--- src/rtl/traceback_engine_pkg.sv ---
// Shared encodings for the traceback engine: CIGAR op codes, direction-field
// layout, trace states and FSM states.
package traceback_engine_pkg;

  localparam int DIR_WIDTH     = 5;
  localparam int PES_PER_WORD  = 16;
  localparam int WORD_WIDTH    = DIR_WIDTH * PES_PER_WORD;
  localparam int SRC_MSB       = 2;
  localparam int EXT_SHORT_BIT = 3;
  localparam int EXT_LONG_BIT  = 4;

  localparam logic [1:0] OP_M = 2'd0;
  localparam logic [1:0] OP_I = 2'd1;
  localparam logic [1:0] OP_D = 2'd2;

  localparam logic [2:0] SRC_STOP = 3'd0;
  localparam logic [2:0] SRC_DIAG = 3'd1;
  localparam logic [2:0] SRC_E1   = 3'd2;
  localparam logic [2:0] SRC_E2   = 3'd3;
  localparam logic [2:0] SRC_F1   = 3'd4;
  localparam logic [2:0] SRC_F2   = 3'd5;

  typedef enum logic [2:0] {TR_H, TR_E1, TR_E2, TR_F1, TR_F2} trace_t;

  typedef enum logic [2:0] {
    ST_IDLE, ST_ISSUE, ST_WAIT, ST_DECODE, ST_EMIT, ST_FLUSH, ST_FIN
  } state_t;

endpackage

--- src/rtl/traceback_engine_dir_field_extract.sv ---
// Picks one cell's direction field out of an 80-bit SRAM word; local row 0
// sits in the top slice, mirroring how the array packs its 16 PEs.
module dir_field_extract
  import traceback_engine_pkg::*;
(
  input  logic [WORD_WIDTH-1:0] i_word,
  input  logic [3:0]            i_row,
  output logic [DIR_WIDTH-1:0]  o_field
);

  always_comb begin
    o_field = '0;
    for (int i = 0; i < PES_PER_WORD; i++) begin
      if (i_row == 4'(PES_PER_WORD - 1 - i)) o_field = i_word[i*DIR_WIDTH +: DIR_WIDTH];
    end
  end

endmodule

--- src/rtl/traceback_engine.sv ---
// Walks the affine-gap direction matrix back from the traceback cell and
// emits run-length CIGAR operations over a valid/ready handshake.
module traceback_engine
  import traceback_engine_pkg::*;
#(
  parameter int ADDRESS_WIDTH   = 10,
  parameter int MEM_BLOCK_WIDTH = 4,
  parameter int LEN_WIDTH       = 11
)(
  input  logic                       clk,
  input  logic                       reset_i,
  input  logic                       start,
  input  logic [ADDRESS_WIDTH-1:0]   tb_x_i,
  input  logic [ADDRESS_WIDTH-1:0]   tb_y_i,
  input  logic                       bank_i,
  output logic                       use_s1,
  output logic [MEM_BLOCK_WIDTH-1:0] mem_block_num,
  output logic [ADDRESS_WIDTH-1:0]   column_num,
  input  logic [WORD_WIDTH-1:0]      column_k0,
  output logic                       busy,
  output logic                       op_valid,
  input  logic                       op_ready,
  output logic [1:0]                 op_code,
  output logic [LEN_WIDTH-1:0]       op_len,
  output logic                       done,
  output logic [ADDRESS_WIDTH-1:0]   start_x,
  output logic [ADDRESS_WIDTH-1:0]   start_y
);

  state_t                     r_state, w_next_state;
  trace_t                     r_tstate, w_next_t;
  logic [ADDRESS_WIDTH-1:0]   r_x, r_y, w_nx, w_ny, w_ym1;
  logic [DIR_WIDTH-1:0]       r_dir, w_field;
  logic [1:0]                 r_cur_op, r_pend_op, w_step_op;
  logic [LEN_WIDTH-1:0]       r_cur_len;
  logic                       r_term, r_use_s1;
  logic                       w_step, w_gap_open, w_stop, w_ext, w_term, w_new_run;
  logic [2:0]                 w_src;

  // Row 0 never addresses the SRAM; clamp so idle/reset addresses read as 0.
  assign w_ym1         = (r_y == '0) ? '0 : r_y - ADDRESS_WIDTH'(1);
  assign mem_block_num = MEM_BLOCK_WIDTH'(w_ym1 >> 4);
  assign column_num    = r_x;
  assign use_s1        = r_use_s1;
  assign op_code       = r_cur_op;
  assign op_len        = r_cur_len;

  dir_field_extract u_extract (
    .i_word  (column_k0),
    .i_row   (4'(w_ym1)),
    .o_field (w_field)
  );

  assign w_src = r_dir[SRC_MSB:0];

  always_comb begin
    w_step     = 1'b0;
    w_gap_open = 1'b0;
    w_stop     = 1'b0;
    w_ext      = 1'b0;
    w_step_op  = OP_M;
    w_nx       = r_x;
    w_ny       = r_y;
    w_next_t   = r_tstate;
    case (r_tstate)
      TR_H: begin
        case (w_src)
          SRC_DIAG: begin
            w_step = 1'b1;
            w_nx   = r_x - ADDRESS_WIDTH'(1);
            w_ny   = r_y - ADDRESS_WIDTH'(1);
          end
          SRC_E1:  begin w_gap_open = 1'b1; w_next_t = TR_E1; end
          SRC_E2:  begin w_gap_open = 1'b1; w_next_t = TR_E2; end
          SRC_F1:  begin w_gap_open = 1'b1; w_next_t = TR_F1; end
          SRC_F2:  begin w_gap_open = 1'b1; w_next_t = TR_F2; end
          default: w_stop = 1'b1;
        endcase
      end
      TR_E1, TR_E2: begin
        w_step    = 1'b1;
        w_step_op = OP_I;
        w_ny      = r_y - ADDRESS_WIDTH'(1);
        w_ext     = (r_tstate == TR_E1) ? r_dir[EXT_SHORT_BIT] : r_dir[EXT_LONG_BIT];
        w_next_t  = w_ext ? r_tstate : TR_H;
      end
      TR_F1, TR_F2: begin
        w_step    = 1'b1;
        w_step_op = OP_D;
        w_nx      = r_x - ADDRESS_WIDTH'(1);
        w_ext     = (r_tstate == TR_F1) ? r_dir[EXT_SHORT_BIT] : r_dir[EXT_LONG_BIT];
        w_next_t  = w_ext ? r_tstate : TR_H;
      end
      default: w_stop = 1'b1;
    endcase
  end

  assign w_term    = w_stop || (w_step && (w_nx == '0 || w_ny == '0));
  assign w_new_run = (r_cur_len != '0) && (w_step_op != r_cur_op);

  always_ff @(posedge clk or negedge reset_i) begin
    if (!reset_i) r_state <= ST_IDLE;
    else          r_state <= w_next_state;
  end

  always_comb begin
    w_next_state = r_state;
    case (r_state)
      ST_IDLE:   if (start) w_next_state = ST_ISSUE;
      ST_ISSUE:  w_next_state = ST_WAIT;
      ST_WAIT:   w_next_state = ST_DECODE;
      ST_DECODE: begin
        if (w_stop)          w_next_state = ST_FLUSH;
        else if (w_gap_open) w_next_state = ST_DECODE;
        else if (w_new_run)  w_next_state = ST_EMIT;
        else if (w_term)     w_next_state = ST_FLUSH;
        else                 w_next_state = ST_ISSUE;
      end
      ST_EMIT:   if (op_ready) w_next_state = r_term ? ST_FLUSH : ST_ISSUE;
      ST_FLUSH:  if (r_cur_len == '0 || op_ready) w_next_state = ST_FIN;
      ST_FIN:    w_next_state = ST_IDLE;
      default:   w_next_state = ST_IDLE;
    endcase
  end

  always_comb begin
    busy     = (r_state != ST_IDLE) && (r_state != ST_FIN);
    op_valid = (r_state == ST_EMIT) || ((r_state == ST_FLUSH) && (r_cur_len != '0));
    done     = (r_state == ST_FIN);
  end

  // A run that changes op parks the new op in r_pend_op until the old run drains.
  always_ff @(posedge clk or negedge reset_i) begin
    if (!reset_i) begin
      r_x       <= '0;
      r_y       <= '0;
      r_tstate  <= TR_H;
      r_dir     <= '0;
      r_cur_op  <= OP_M;
      r_pend_op <= OP_M;
      r_cur_len <= '0;
      r_term    <= 1'b0;
      r_use_s1  <= 1'b0;
      start_x   <= '0;
      start_y   <= '0;
    end else begin
      case (r_state)
        ST_IDLE: if (start) begin
          r_x       <= tb_x_i;
          r_y       <= tb_y_i;
          r_use_s1  <= bank_i;
          r_tstate  <= TR_H;
          r_cur_op  <= OP_M;
          r_cur_len <= '0;
          r_term    <= 1'b0;
        end
        ST_WAIT: r_dir <= w_field;
        ST_DECODE: begin
          if (w_stop) begin
            start_x <= r_x;
            start_y <= r_y;
          end else if (w_gap_open) begin
            r_tstate <= w_next_t;
          end else begin
            r_x      <= w_nx;
            r_y      <= w_ny;
            r_tstate <= w_next_t;
            r_term   <= w_term;
            if (w_term) begin
              start_x <= r_x;
              start_y <= r_y;
            end
            if (w_new_run) begin
              r_pend_op <= w_step_op;
            end else if (r_cur_len == '0) begin
              r_cur_op  <= w_step_op;
              r_cur_len <= LEN_WIDTH'(1);
            end else begin
              r_cur_len <= r_cur_len + LEN_WIDTH'(1);
            end
          end
        end
        ST_EMIT: if (op_ready) begin
          r_cur_op  <= r_pend_op;
          r_cur_len <= LEN_WIDTH'(1);
        end
        ST_FLUSH: if (op_ready) r_cur_len <= '0;
        default: ;
      endcase
    end
  end

endmodule

--- config.mk ---
export PLATFORM = sky130hd
export DESIGN_NAME = traceback_engine
export DESIGN_NICKNAME = d
export VERILOG_FILES = /design/src/rtl/traceback_engine_pkg.sv /design/src/rtl/traceback_engine_dir_field_extract.sv /design/src/rtl/traceback_engine.sv
export SDC_FILE = /design/constraint.sdc
export NUM_CORES = 1
export LEC_CHECK = 0
export CAP_MARGIN = 40
export CORE_UTILIZATION = 44
export DETAILED_ROUTE_END_ITERATION = 10
export PLACE_DENSITY_LB_ADDON = 0.2
export SLEW_MARGIN = 20
export SYNTH_ARGS = -nofsm -noshare
export SYNTH_HDL_FRONTEND = slang
export SYNTH_SLANG_ARGS = --single-unit
--- constraint.sdc ---
create_clock -name clk -period 3.05 [get_ports clk]
set_input_delay 0.7625 -clock clk [delete_from_list [all_inputs] [get_ports clk]]
set_output_delay 0.7625 -clock clk [all_outputs]
set_load 0.005 [all_outputs]
==> flow_summary.json, run 1 <==
{
  "grt_max_degree": 36,
  "cell_internal_pwr_uw": 4680,
  "p_sw_uw": 3755,
  "final_util": 0.6542,
  "row_count": 39,
  "maxCapViolations": 0,
  "slew_headroom": 0.5592,
  "drv_slew": 0,
  "n_fill_cell": 973,
  "async_flop_share": 1.000,
  "synth_edf_count": 0,
  "antenna_found_initial": 0,
  "htreeDepth": 3,
  "grt_pass1_wl_mm": 26.47,
  "setup_viol": 0,
  "die_h_um": 110.6,
  "power.density_mw_per_mm2": 1124,
  "tightest_slew_ns": 0.6612,
  "seqPwrFrac": 0.210,
  "synth_area_leaders": "dfrtp_1 33%, a21oi_1 6.6%, mux2_4 5.5%",
  "top_layer": "met4",
  "overflow": 0,
  "syn_area_per_cell_um2": 8.129,
  "clock_latency_ns": 0.33,
  "p_clk_frac": 0.136,
  "rr_endpoint": "start_x[1]",
  "clock-sinks": 68,
  "initial_core_util": 0.4523,
  "drt_iter0_markers": 382,
  "via_count": 5708,
  "hpwl_mm": 12.31,
  "layout.area.seq_mm2": 0.001702,
  "crit_path_max_fanout": 8,
  "core_area_mm2": 0.01147,
  "reg2reg_depth": 12,
  "clock_skew_ns": 0.006322,
  "syn_to_final_growth_pct": 44.66,
  "hp-class": "input pin to async pin",
  "yosysUniqueCellTypes": 74,
  "cts_inserted_buffers": 9,
  "crit_required_ns": 2.29,
  "end_kind": "output pin",
  "die_w_um": 110.6,
  "whs_ns": 0.4075,
  "netlist_instances": 638,
  "routedWlPerCell_um": 17.55,
  "met3WireLength_mm": 1.083,
  "swShare": 0.4452,
  "rsz0062_at_grt": "yes",
  "period_needed_ns": 3.002,
  "grtUsageTotal": 0.2630,
  "seq_area_frac_synth": 0.3281,
  "reg2reg_from": "r_y[1]",
  "yosysTopAreaCell": "dfrtp_1",
  "startpoint_type": "flop",
  "wl_mm": 16.62,
  "portBuffers": 155,
  "cts_hold_buf": 0,
  "cp.arrival_ns": 2.24,
  "layout-drive-gt1-share": 0.1393,
  "grt_pass1_vias": 5601,
  "status": "finished clean",
  "syn_nets": 749,
  "max_freq_mhz": 333.2,
  "path_clk_slew_ns": 0.06,
  "firstDrtPassIters": 6,
  "p_comb_frac": 0.654,
  "multi_input_area_mm2": 0.003286,
  "cts_tree": "built",
  "cts-root-buf": "clkbuf_16",
  "yosysWarnings": 0,
  "synth-main-ff-cell": "dfrtp_1",
  "period_share": 0.9841,
  "globalplace.congestion": 0.9122,
  "critPathKind": "flop to output pin",
  "die_area_mm2": 0.01222,
  "via_per_inst": 6.027,
  "ys_ff_latch": 68,
  "netlist_area_mm2": 0.005186,
  "dr_wl_met2_mm": 8.042,
  "pre_cts_ws_ns": 0.05207,
  "r2r_slack_ns": 0.08,
  "ant_nets": 0,
  "finalHoldViolations": 0,
  "final_nets": 910,
  "ioPinCount": 156,
  "antennaDiodeCount": 0,
  "wl_met1_mm": 7.029,
  "synth_top_area_frac": 0.3281,
  "fin_ws_ns": 0.04841,
  "drcViolationCount": 0,
  "p_leak_uw": 0.002999,
  "clock_path_buffers": 2,
  "cp-startpoint": "r_y[1]",
  "irDropWorstVdd_v": 0.0006315
}
==> per-stage QoR <==
step | area, um^2 | cells | TNS (ns) | power, uW
2_1_floorplan | 5186 | 638 | 0 | 5053
3_3_place_gp | 7013 | 926 | 0 | 6855
3_5_place_dp | 7013 | 926 | 0 | 6942
4_1_cts | 7366 | 943 | 0 | 8146
5_1_grt | 7502 | 947 | -0.1833 | 9021
6_report | 7502 | 947 | 0 | 8435
==> critical path: stages, from the launching register on <==
cell	delay, ns
dfrtp_1	0.40
buf_4	0.19
nor4_4	0.30
and2_4	0.19
nand2_1	0.06
xor2_1	0.17
nor2_1	0.09
clkdlybuf4s50_1	0.50
==> layout by cell type, fill, tap and decap left out, types with 18 or more instances in the layout <==
cell type and n:
a21oi_1 67, buf_4 33, clkdlybuf4s50_1 152, dfrtp_1 68, mux2_4 20, nand2_1 34
nor2_1 71, nor3_1 18, o21ai_0 56, o22ai_1 18
==> worst max path at each step <==
stage / endpoint / slack (ns) / cells after the start
2_1_floorplan: start_x[0] / 0.02 / 11
3_3_place_gp: mem_block_num[2] / 0.15 / 6
3_5_place_dp: start_x[8] / 0.05 / 10
4_1_cts: start_x[8] / 0.005 / 11
5_1_grt: mem_block_num[3] / -0.07 / 7
6_report: mem_block_num[3] / 0.05 / 7
==> kinds of logic (layout without fill, tap and decap cells) <==
family | after synthesis | after routing | share of synthesized area
adders and majority gates | 6 | 6 | 0.01447
buffers and inverters | 64 | 230 | 0.05235
DFF | 68 | 68 | 0.3281
muxes | 26 | 26 | 0.06996
AOI/OAI and AO/OA | 240 | 240 | 0.2975
xor gates and xnor gates | 6 | 6 | 0.01013
and+or+nand+nor | 228 | 228 | 0.2275
==> power groups by stage <==
stage | clock network (uW) | registers [uW] | logic (uW)
finish | 1150 | 1770 | 5520
global route | 1200 | 1830 | 5990
floorplan | 0 | 1580 | 3470
global placement | 0 | 1750 | 5110
CTS | 1160 | 1750 | 5230
detailed placement | 0 | 1760 | 5180
==> cells in the mapped netlist (7+ instances only) <==
| master | number |
|---|---|
| a211oi_1 | 8 |
| a21oi_1 | 68 |
| a22oi_1 | 12 |
| a31oi_1 | 13 |
| and3_1 | 13 |
| clkbuf_1 | 38 |
| dfrtp_1 | 68 |
| inv_1 | 17 |
| mux2_4 | 19 |
| nand2_1 | 35 |
| nand2b_1 | 13 |
| nand3_1 | 14 |
| nor2_1 | 72 |
| nor3_1 | 18 |
| o21a_1 | 7 |
| o21ai_0 | 56 |
| o22ai_1 | 18 |
| or3_1 | 10 |
==> area by class of cell <==
type	instances	share of cell area
Clock buffer	10	0.03185
Multi-Input combinational cell	506	0.4380
Inverter	18	0.009006
Tap cell	143	0.02385
Timing Repair Buffer	196	0.2590
Clock inverter	6	0.01151
Sequential cell	68	0.2268
==> registers in the layout (all words and copies together) (netlist names) <==
name        count
op_len         11
r_dir           5
r_y            10
start_y        10
start_x        10
r_pend_op       2
column_num     10
op_code         2
use_s1          1
r_state         3
r_term          1
r_tstate        3
==> layer usage <==
metal,vias to the layer above,global-route usage
met5,-,0
met4,0,0.1049
met3,38,0.05324
met2,260,0.4563
met1,2687,0.3176
li1,2723,-
==> timing repair <==
action / in CTS / in global routing
endpoints found under the hold margin: 0 / 0
gates resized for setup: 5 / 15
pin swaps: 0 / 6
setup endpoints to repair: 4 / 24
cloned: 0 / 3
buffers inserted: 1 / 1
Note: power is estimated with default switching activity, not from simulation.
==> run 2, diff against run 1 <==
Settings changed: CORE_UTILIZATION 44 to 40.
==> run 2 against run 1 <==
Against the previous run: sequential cell count unchanged; non-clock buffer count unchanged; clock skew about the same; clock power down 6%; fmax down 0.10%; register-to-register slack about the same; hold slack better by 0.035 ns; worst setup slack worse by 0.0030 ns; global-route usage down 1.2 points; combinational power about the same; highest routed layer unchanged; count of clock-buffer cells in the layout up 2.
==> flow_summary.json, run 2 (synthesized netlist as in run 1, its figures left out) <==
{
  "status": "finished clean",
  "drv_slew": 0,
  "syn_to_final_growth_pct": 44.99,
  "initial_core_util": 0.4110,
  "antennaDiodeCount": 0,
  "crit_required_ns": 2.29,
  "clock_latency_ns": 0.34,
  "setup_viol": 0,
  "cp.arrival_ns": 2.24,
  "power.density_mw_per_mm2": 1110,
  "crit_path_max_incr_delay_ns": 0.52,
  "layout-drive-gt1-share": 0.1368,
  "cp_slowest_cell": "or4_1",
  "end_kind": "output pin",
  "final_common_cell": "clkdlybuf4s50_1",
  "clock_skew_ns": 0.006674,
  "final_util": 0.5959,
  "routedWlPerCell_um": 17.30,
  "wl_mm": 16.89,
  "startpoint_type": "flop",
  "overflow": 0,
  "final_nets": 910,
  "hp-class": "input pin to async pin",
  "largest_register_ffs": 11,
  "cts_inserted_buffers": 9,
  "clock_path_buffers": 2,
  "p_leak_uw": 0.003010,
  "period_needed_ns": 3.005,
  "antenna_found_initial": 0,
  "path_cells": "inv_2 > ha_4 > or4b_4 > or4_1 > nand2_1 > dlygate4sd2_1",
  "rsz0062_at_grt": "yes",
  "drcViolationCount": 0,
  "via_per_inst": 5.784,
  "path_clk_slew_ns": 0.06,
  "period_share": 0.9851,
  "tightest_slew_ns": 0.6786,
  "slew_headroom": 0.5456,
  "htreeDepth": 3,
  "globalplace.congestion": 0.8940,
  "final_cell_mix": "150 x clkdlybuf4s50_1, 69 x nor2_1, 68 x a21oi_1, 68 x dfrtp_1, 56 x o21ai_0",
  "cp_num_buf_inv": 2,
  "via_count": 5645,
  "clock-sinks": 68,
  "core_area_mm2": 0.01262,
  "ant_nets": 0,
  "die_h_um": 115.9,
  "die_w_um": 115.9,
  "row_count": 41,
  "portBuffers": 155,
  "hpwl_mm": 12.56,
  "cts_tree": "built",
  "grt_max_degree": 69,
  "grtUsageTotal": 0.2506,
  "grt_pass1_vias": 5364,
  "crit_path_max_fanout": 2,
  "fin_ws_ns": 0.04539,
  "maxCapViolations": 0,
  "crit_family": "simple AND/OR/NAND/NOR gates",
  "cts-root-buf": "clkbuf_16",
  "max_freq_mhz": 332.8,
  "finalHoldViolations": 0,
  "grt_pass1_wl_mm": 26.31,
  "cp-startpoint": "r_y[0]",
  "die_area_mm2": 0.01342,
  "drt_iter0_markers": 383,
  "critPathKind": "flop to output pin",
  "irDropWorstVdd_v": 0.0005585,
  "reg2reg_from": "r_y[0]",
  "firstDrtPassIters": 6,
  "pre_cts_ws_ns": 0.1383,
  "ioPinCount": 156
}
-- run 2: cell count changes in the layout (fill, tap and decap cells not counted), moves of 2 or more --
cell,previous run,this run
nor2_1,71,69
nor2_2,1,3
dlymetal6s2s_1,1,3
clkdlybuf4s50_1,152,150
-- run 2: cell type report --
| cell class | instances | area (um^2) |
|---|---|---|
| tap | 172 | 215.2 |
| clock buffer | 12 | 256.5 |
| clock inverter | 4 | 47.55 |
| inverter | 18 | 67.56 |
| sequential | 68 | 1702 |
| timing repair buffer | 196 | 1957 |
| multi-input combinational | 506 | 3274 |
| fill | 1144 | 5100 |
-- run 2: per-layer routing --
layer	up-vias	track usage	part of all wire
li1	2725	-	-
met1	2679	0.3071	0.42
met2	218	0.4369	0.50
met3	23	0.04916	0.065
met4	0	0.08803	0.019
met5	-	0	0
-- run 2: report_power, final --
| part | internal (uW) | switching [uW] |
|---|---|---|
| Sequential | 1300 | 448 |
| Combinational | 2650 | 2880 |
| Clock | 675 | 401 |
-- run 2: worst paths after layout --
check                                    to  slack [ns]  depth (start not counted)
max                        mem_block_num[2]        0.05                          6
min                               op_len[4]        0.44                          2
max reg2reg                      start_y[4]        0.09                         12
min reg2reg                      start_x[3]        0.51                          1
max in group asynchronous            r_y[3]        2.31                          2
min in group clk                 start_x[3]        0.51                          1
-- run 2: through the flow --
stage               cells  hold slack (ns)  area [um^2]  power (uW)  TNS (ns)
floorplan             638           0.4669         5186        5053         0
global placement      954           0.4935         7054        6874         0
detailed placement    954           0.4940         7054        6989         0
CTS                   971           0.4619         7395        8140         0
global route          976           0.4655         7520        8963   -0.5068
finish                976           0.4429         7520        8347         0
-- run 2: what timing repair did --
item | in CTS | in global routing
setup endpoints to repair | 4 | 24
hold buffers | 0 | 0
pin swaps | 2 | 6
resized for setup | 9 | 11
gates cloned | 0 | 2
buffers inserted | 1 | 3
==> run 3, diff against run 2 <==
Settings changed: PLACE_DENSITY from default to 0.7, PLACE_DENSITY_LB_ADDON 0.2 to default.
==> run 3 against run 2 <==
Against the previous run: global-route usage is 0.40 points higher; combinational power about the same; cell count increased by 0.20%; clock power is essentially flat; worst setup slack got worse by 0.018 ns; design area about the same; highest routed layer unchanged.
==> flow_summary.json, run 3 (synthesized netlist as in run 1, its figures left out) <==
{
  "rr_endpoint": "start_x[8]",
  "finalHoldViolations": 0,
  "r2r_slack_ns": 0.07,
  "reg2reg_from": "r_y[1]",
  "end_kind": "output pin",
  "wl_met1_mm": 7.201,
  "top_layer": "met4",
  "path_cells": "inv_1 > ha_2 > buf_4 > nor4b_4 > buf_4 > and3_4 > nor2_1 > clkdlybuf4s50_1",
  "crit_top_cell": "buf_4",
  "max_freq_mhz": 330.8,
  "crit_path_max_incr_delay_ns": 0.45,
  "maxCapViolations": 0,
  "syn_to_final_growth_pct": 44.97,
  "startpoint_type": "flop",
  "layout-drive-gt1-share": 0.1402,
  "slew_headroom": 0.5343,
  "crit_path_max_fanout": 14,
  "die_h_um": 115.9,
  "die_area_mm2": 0.01342,
  "cp_slowest_cell": "clkdlybuf4s50_1",
  "power.density_mw_per_mm2": 1114,
  "critPathKind": "flop to output pin",
  "grtUsageTotal": 0.2546,
  "drcViolationCount": 0,
  "cts-root-buf": "clkbuf_16",
  "clock-sinks": 68,
  "status": "finished clean",
  "drv_slew": 0,
  "setup_viol": 0,
  "cts_inserted_buffers": 9,
  "firstDrtPassIters": 5,
  "grt_max_degree": 41,
  "clock_skew_ns": 0.01008,
  "met3WireLength_mm": 1.059,
  "crit_family": "buffers and inverters",
  "antennaDiodeCount": 0,
  "via_count": 5713,
  "final_nets": 912,
  "grt_pass1_vias": 5544,
  "overflow": 0,
  "globalplace.congestion": 0.9039,
  "core_area_mm2": 0.01262,
  "routedWlPerCell_um": 17.31,
  "final_common_cell": "clkdlybuf4s50_1",
  "period_share": 0.9911,
  "grt_pass1_wl_mm": 26.88,
  "clock_path_buffers": 2,
  "cp.arrival_ns": 2.26,
  "die_w_um": 115.9,
  "dr_wl_met2_mm": 8.410,
  "crit_required_ns": 2.29,
  "path_clk_slew_ns": 0.06,
  "clock_latency_ns": 0.34,
  "initial_core_util": 0.4110,
  "drt_iter0_markers": 397,
  "rsz0062_at_grt": "yes",
  "reg2reg_depth": 12,
  "cp_num_buf_inv": 4,
  "hp-class": "input pin to async pin",
  "portBuffers": 155,
  "n_fill_cell": 1166,
  "ant_nets": 0,
  "via_per_inst": 5.842,
  "row_count": 41,
  "period_needed_ns": 3.023,
  "power_uw": 8373,
  "ioPinCount": 156,
  "antenna_found_initial": 0,
  "htreeDepth": 3,
  "final_util": 0.5958,
  "largest_register_ffs": 11,
  "final_cell_mix": "152 x clkdlybuf4s50_1, 71 x nor2_1, 68 x dfrtp_1",
  "tns_ns": 0,
  "tightest_slew_ns": 0.6986,
  "hpwl_mm": 12.53,
  "p_leak_uw": 0.002995,
  "cts_tree": "built",
  "wl_mm": 16.93,
  "irDropWorstVdd_v": 0.0004620
}
-- run 3: worst max-delay path by stage --
stage | from | to | slack, ns | cells after the start
detailed placement | r_y[0] | mem_block_num[2] | 0.13 | 6
global route | r_y[1] | mem_block_num[3] | -0.08 | 8
CTS | r_y[1] | mem_block_num[3] | 0.005 | 8
floorplan | r_y[0] | start_x[0] | 0.02 | 11
finish | r_y[1] | mem_block_num[3] | 0.03 | 8
global placement | r_y[0] | mem_block_num[2] | 0.15 | 6
-- run 3: per-layer routing --
metal,GRT usage,vias to the layer above
li1,-,2719
met1,0.3140,2737
met5,0,-
met4,0.05556,0
met3,0.04916,29
met2,0.4579,228
-- run 3: final cells by class --
| cell class | instances | area (um^2) | share of cell area |
|---|---|---|---|
| Timing Repair Buffer | 198 | 1947 | 0.2589 |
| Clock buffer | 12 | 256.5 | 0.03412 |
| Tap cell | 172 | 215.2 | 0.02862 |
| Multi-Input combinational cell | 506 | 3283 | 0.4367 |
| Clock inverter | 4 | 47.55 | 0.006324 |
| Inverter | 18 | 67.56 | 0.008987 |
| Sequential cell | 68 | 1702 | 0.2263 |
-- run 3: metrics by stage --
stage	std cells	area, um^2	setup slack, ns	hold WS, ns
finish	978	7518	0.02702	0.4716
global route	978	7518	-0.07713	0.5249
CTS	971	7398	0.004625	0.4896
detailed placement	954	7054	0.1307	0.4959
global placement	954	7054	0.1475	0.4916
floorplan	638	5186	0.02231	0.4669
-- run 3: power by group --
group	total, uW	internal, uW	switching (uW)
clock network	1070	675	396
logic	5520	2650	2870
registers	1780	1300	482
-- run 3: timing repair --
item                                    in CTS  in global routing
resized for setup                            8                 11
endpoints found under the setup margin       4                 24
gates cloned                                 0                  2
pin swaps                                    1                  6
hold buffers                                 0                  0
setup buffers                                1                  5
==> RTL change (flow settings as in run 3) <==
The 5 values of `trace_t` get a Gray code encoding in 3 bits.
--- a/src/rtl/traceback_engine_pkg.sv
+++ b/src/rtl/traceback_engine_pkg.sv
@@ -20,7 +20,7 @@
   localparam logic [2:0] SRC_F1   = 3'd4;
   localparam logic [2:0] SRC_F2   = 3'd5;
 
-  typedef enum logic [2:0] {TR_H, TR_E1, TR_E2, TR_F1, TR_F2} trace_t;
+  typedef enum logic [2:0] {TR_H = 3'b000, TR_E1 = 3'b001, TR_E2 = 3'b011, TR_F1 = 3'b010, TR_F2 = 3'b110} trace_t;
 
   typedef enum logic [2:0] {
     ST_IDLE, ST_ISSUE, ST_WAIT, ST_DECODE, ST_EMIT, ST_FLUSH, ST_FIN
Function: no difference found for any inputs over 4 cycles, from zero or initial values and one cycle with reset_i low; so few cycles prove little.
==> RTL change against run 3 <==
- routed wire length about the same
- total power decreased by 5.4%
- maximum frequency increased by 1.6%
- clock power decreased by 11%
- hold slack got worse by 0.24 ns
- area after synthesis increased by 0.43%
- die area increased by 0.43%
- sequential cell count unchanged
- setup slack improved by 0.047 ns
- design area decreased by 0.80%
- highest routed layer unchanged
==> RTL change: results (changes against run 3) <==
cells_and_area:
  nonClkBufAreaFrac: 0.260  # was 0.259
  nNonClkBuffers: 206  # was 198
  inverters: 24  # was 18
  clk_share: 0.0362  # was 0.0404
  layout.nets: 910  # was 912
  multiInputGateArea_um2: 3240  # was 3280 um^2
  seq-cell-share: 0.228  # was 0.226
  nClkBuffers: 11  # was 12
  multi_input_gates: 490  # was 506
logic_synthesis:
  synth_adder_area_share: 0.0144  # was 0.0145
  ys_types: 76  # was 74
  synth_common_cells: "68 x dfrtp_1, 63 x nor2_1, 51 x a21oi_1, 51 x nand2_1, 46 x o21ai_0"  # was 72 x nor2_1, 68 x a21oi_1, 68 x dfrtp_1
  synth-compound-area-share: 0.290  # was 0.297
  synth_fp_nets: 740  # was 749
  synth.area.mux_share: 0.0735  # was 0.0700
  synthXorXnorAreaFrac: 0.0135  # was 0.0101
  synth_area_leaders: "dfrtp_1 33%, mux2_4 5.5%, a21oi_1 4.9%"  # was dfrtp_1 33%, a21oi_1 6.6%, mux2_4 5.5%
  seq_area_frac_synth: 0.327  # was 0.328
worst_setup_path:
  critPathSlowestCell: "or4_4"  # was clkdlybuf4s50_1
  worstPathArrival_ns: 2.21  # was 2.26 ns
  critPathTopFamily: "simple AND/OR/NAND/NOR gates"  # was buffers and inverters
  r2r-start: "r_y[0]"  # was r_y[1]
  r2r_end: "r_dir[3]"  # was start_x[8]
  reg2reg_slack_ns: 0.19  # was 0.07 ns
  ff2ff_path_depth: 13  # was 12
timing:
  slew_headroom: 0.554  # was 0.534
  holdWs_ns: 0.228  # was 0.472 ns
  fin_skew_ns: 0.00787  # was 0.0101 ns
drt:
  drt-total-wl_mm: 16.9  # about the same
  wl_met2_mm: 8.29  # was 8.41 mm
  drtPass1Iterations: 6  # was 5
  via_per_inst: 5.77  # was 5.84
  drt_iter0_drc: 403  # was 397
grt:
  grt_max_degree: 37  # was 41
  grt_use_total: 0.252  # was 0.255
  grt_pass1_vias: 5370  # was 5,544
  grt_first_pass_wirelength_mm: 26.6  # was 26.9 mm
  use_met3: 0.0410  # was 0.0492
place:
  gp_congestion: 0.911  # was 0.904
  hpwl_mm: 12.9  # was 12.5 mm
pwr:
  vdd_drop_max_v: 0.000400  # was 0.000462 V
  leakagePower_uw: 0.00308  # was 0.00299 uW
outcome:
  status: "finished, final reports clean"  # unchanged
floorplan:
  die_area_um2: 13500  # was 13,400 um^2
RTL change: changes by cell type in the layout (fill, tap and decap cells not counted), sizes merged, moves of 7 or more:
cell / change
a21oi: -19
inv: +7
o211ai: +9
nand2: +16
a221oi: +8
buf: +10
nor2: -9
RTL change: through the flow:
stage               total power [uW]  setup WS [ns]  instances  instance area [um^2]
floorplan                       4950          0.193        629                  5210
global placement                6690          0.153        948                  7060
detailed placement              6780          0.136        948                  7060
CTS                             7830        0.00888        974                  7410
global route                    8500        0.00577        976                  7460
finish                          7920         0.0737        976                  7460
RTL change: cells by family (layout without fill, tap and decap cells):
logic type      count (synthesis)  in the layout
xor+xnor                        8              8
compound gates                226            226
flops                          68             68
simple gates                  222            222
fa+ha+maj                       6              6
buf+inv                        71            246
mux                            28             28
RTL change: where the power goes:
part	internal, uW	switching (uW)	total [uW]
Sequential	1270	428	1700
Clock	566	391	957
Combinational	2510	2760	5270
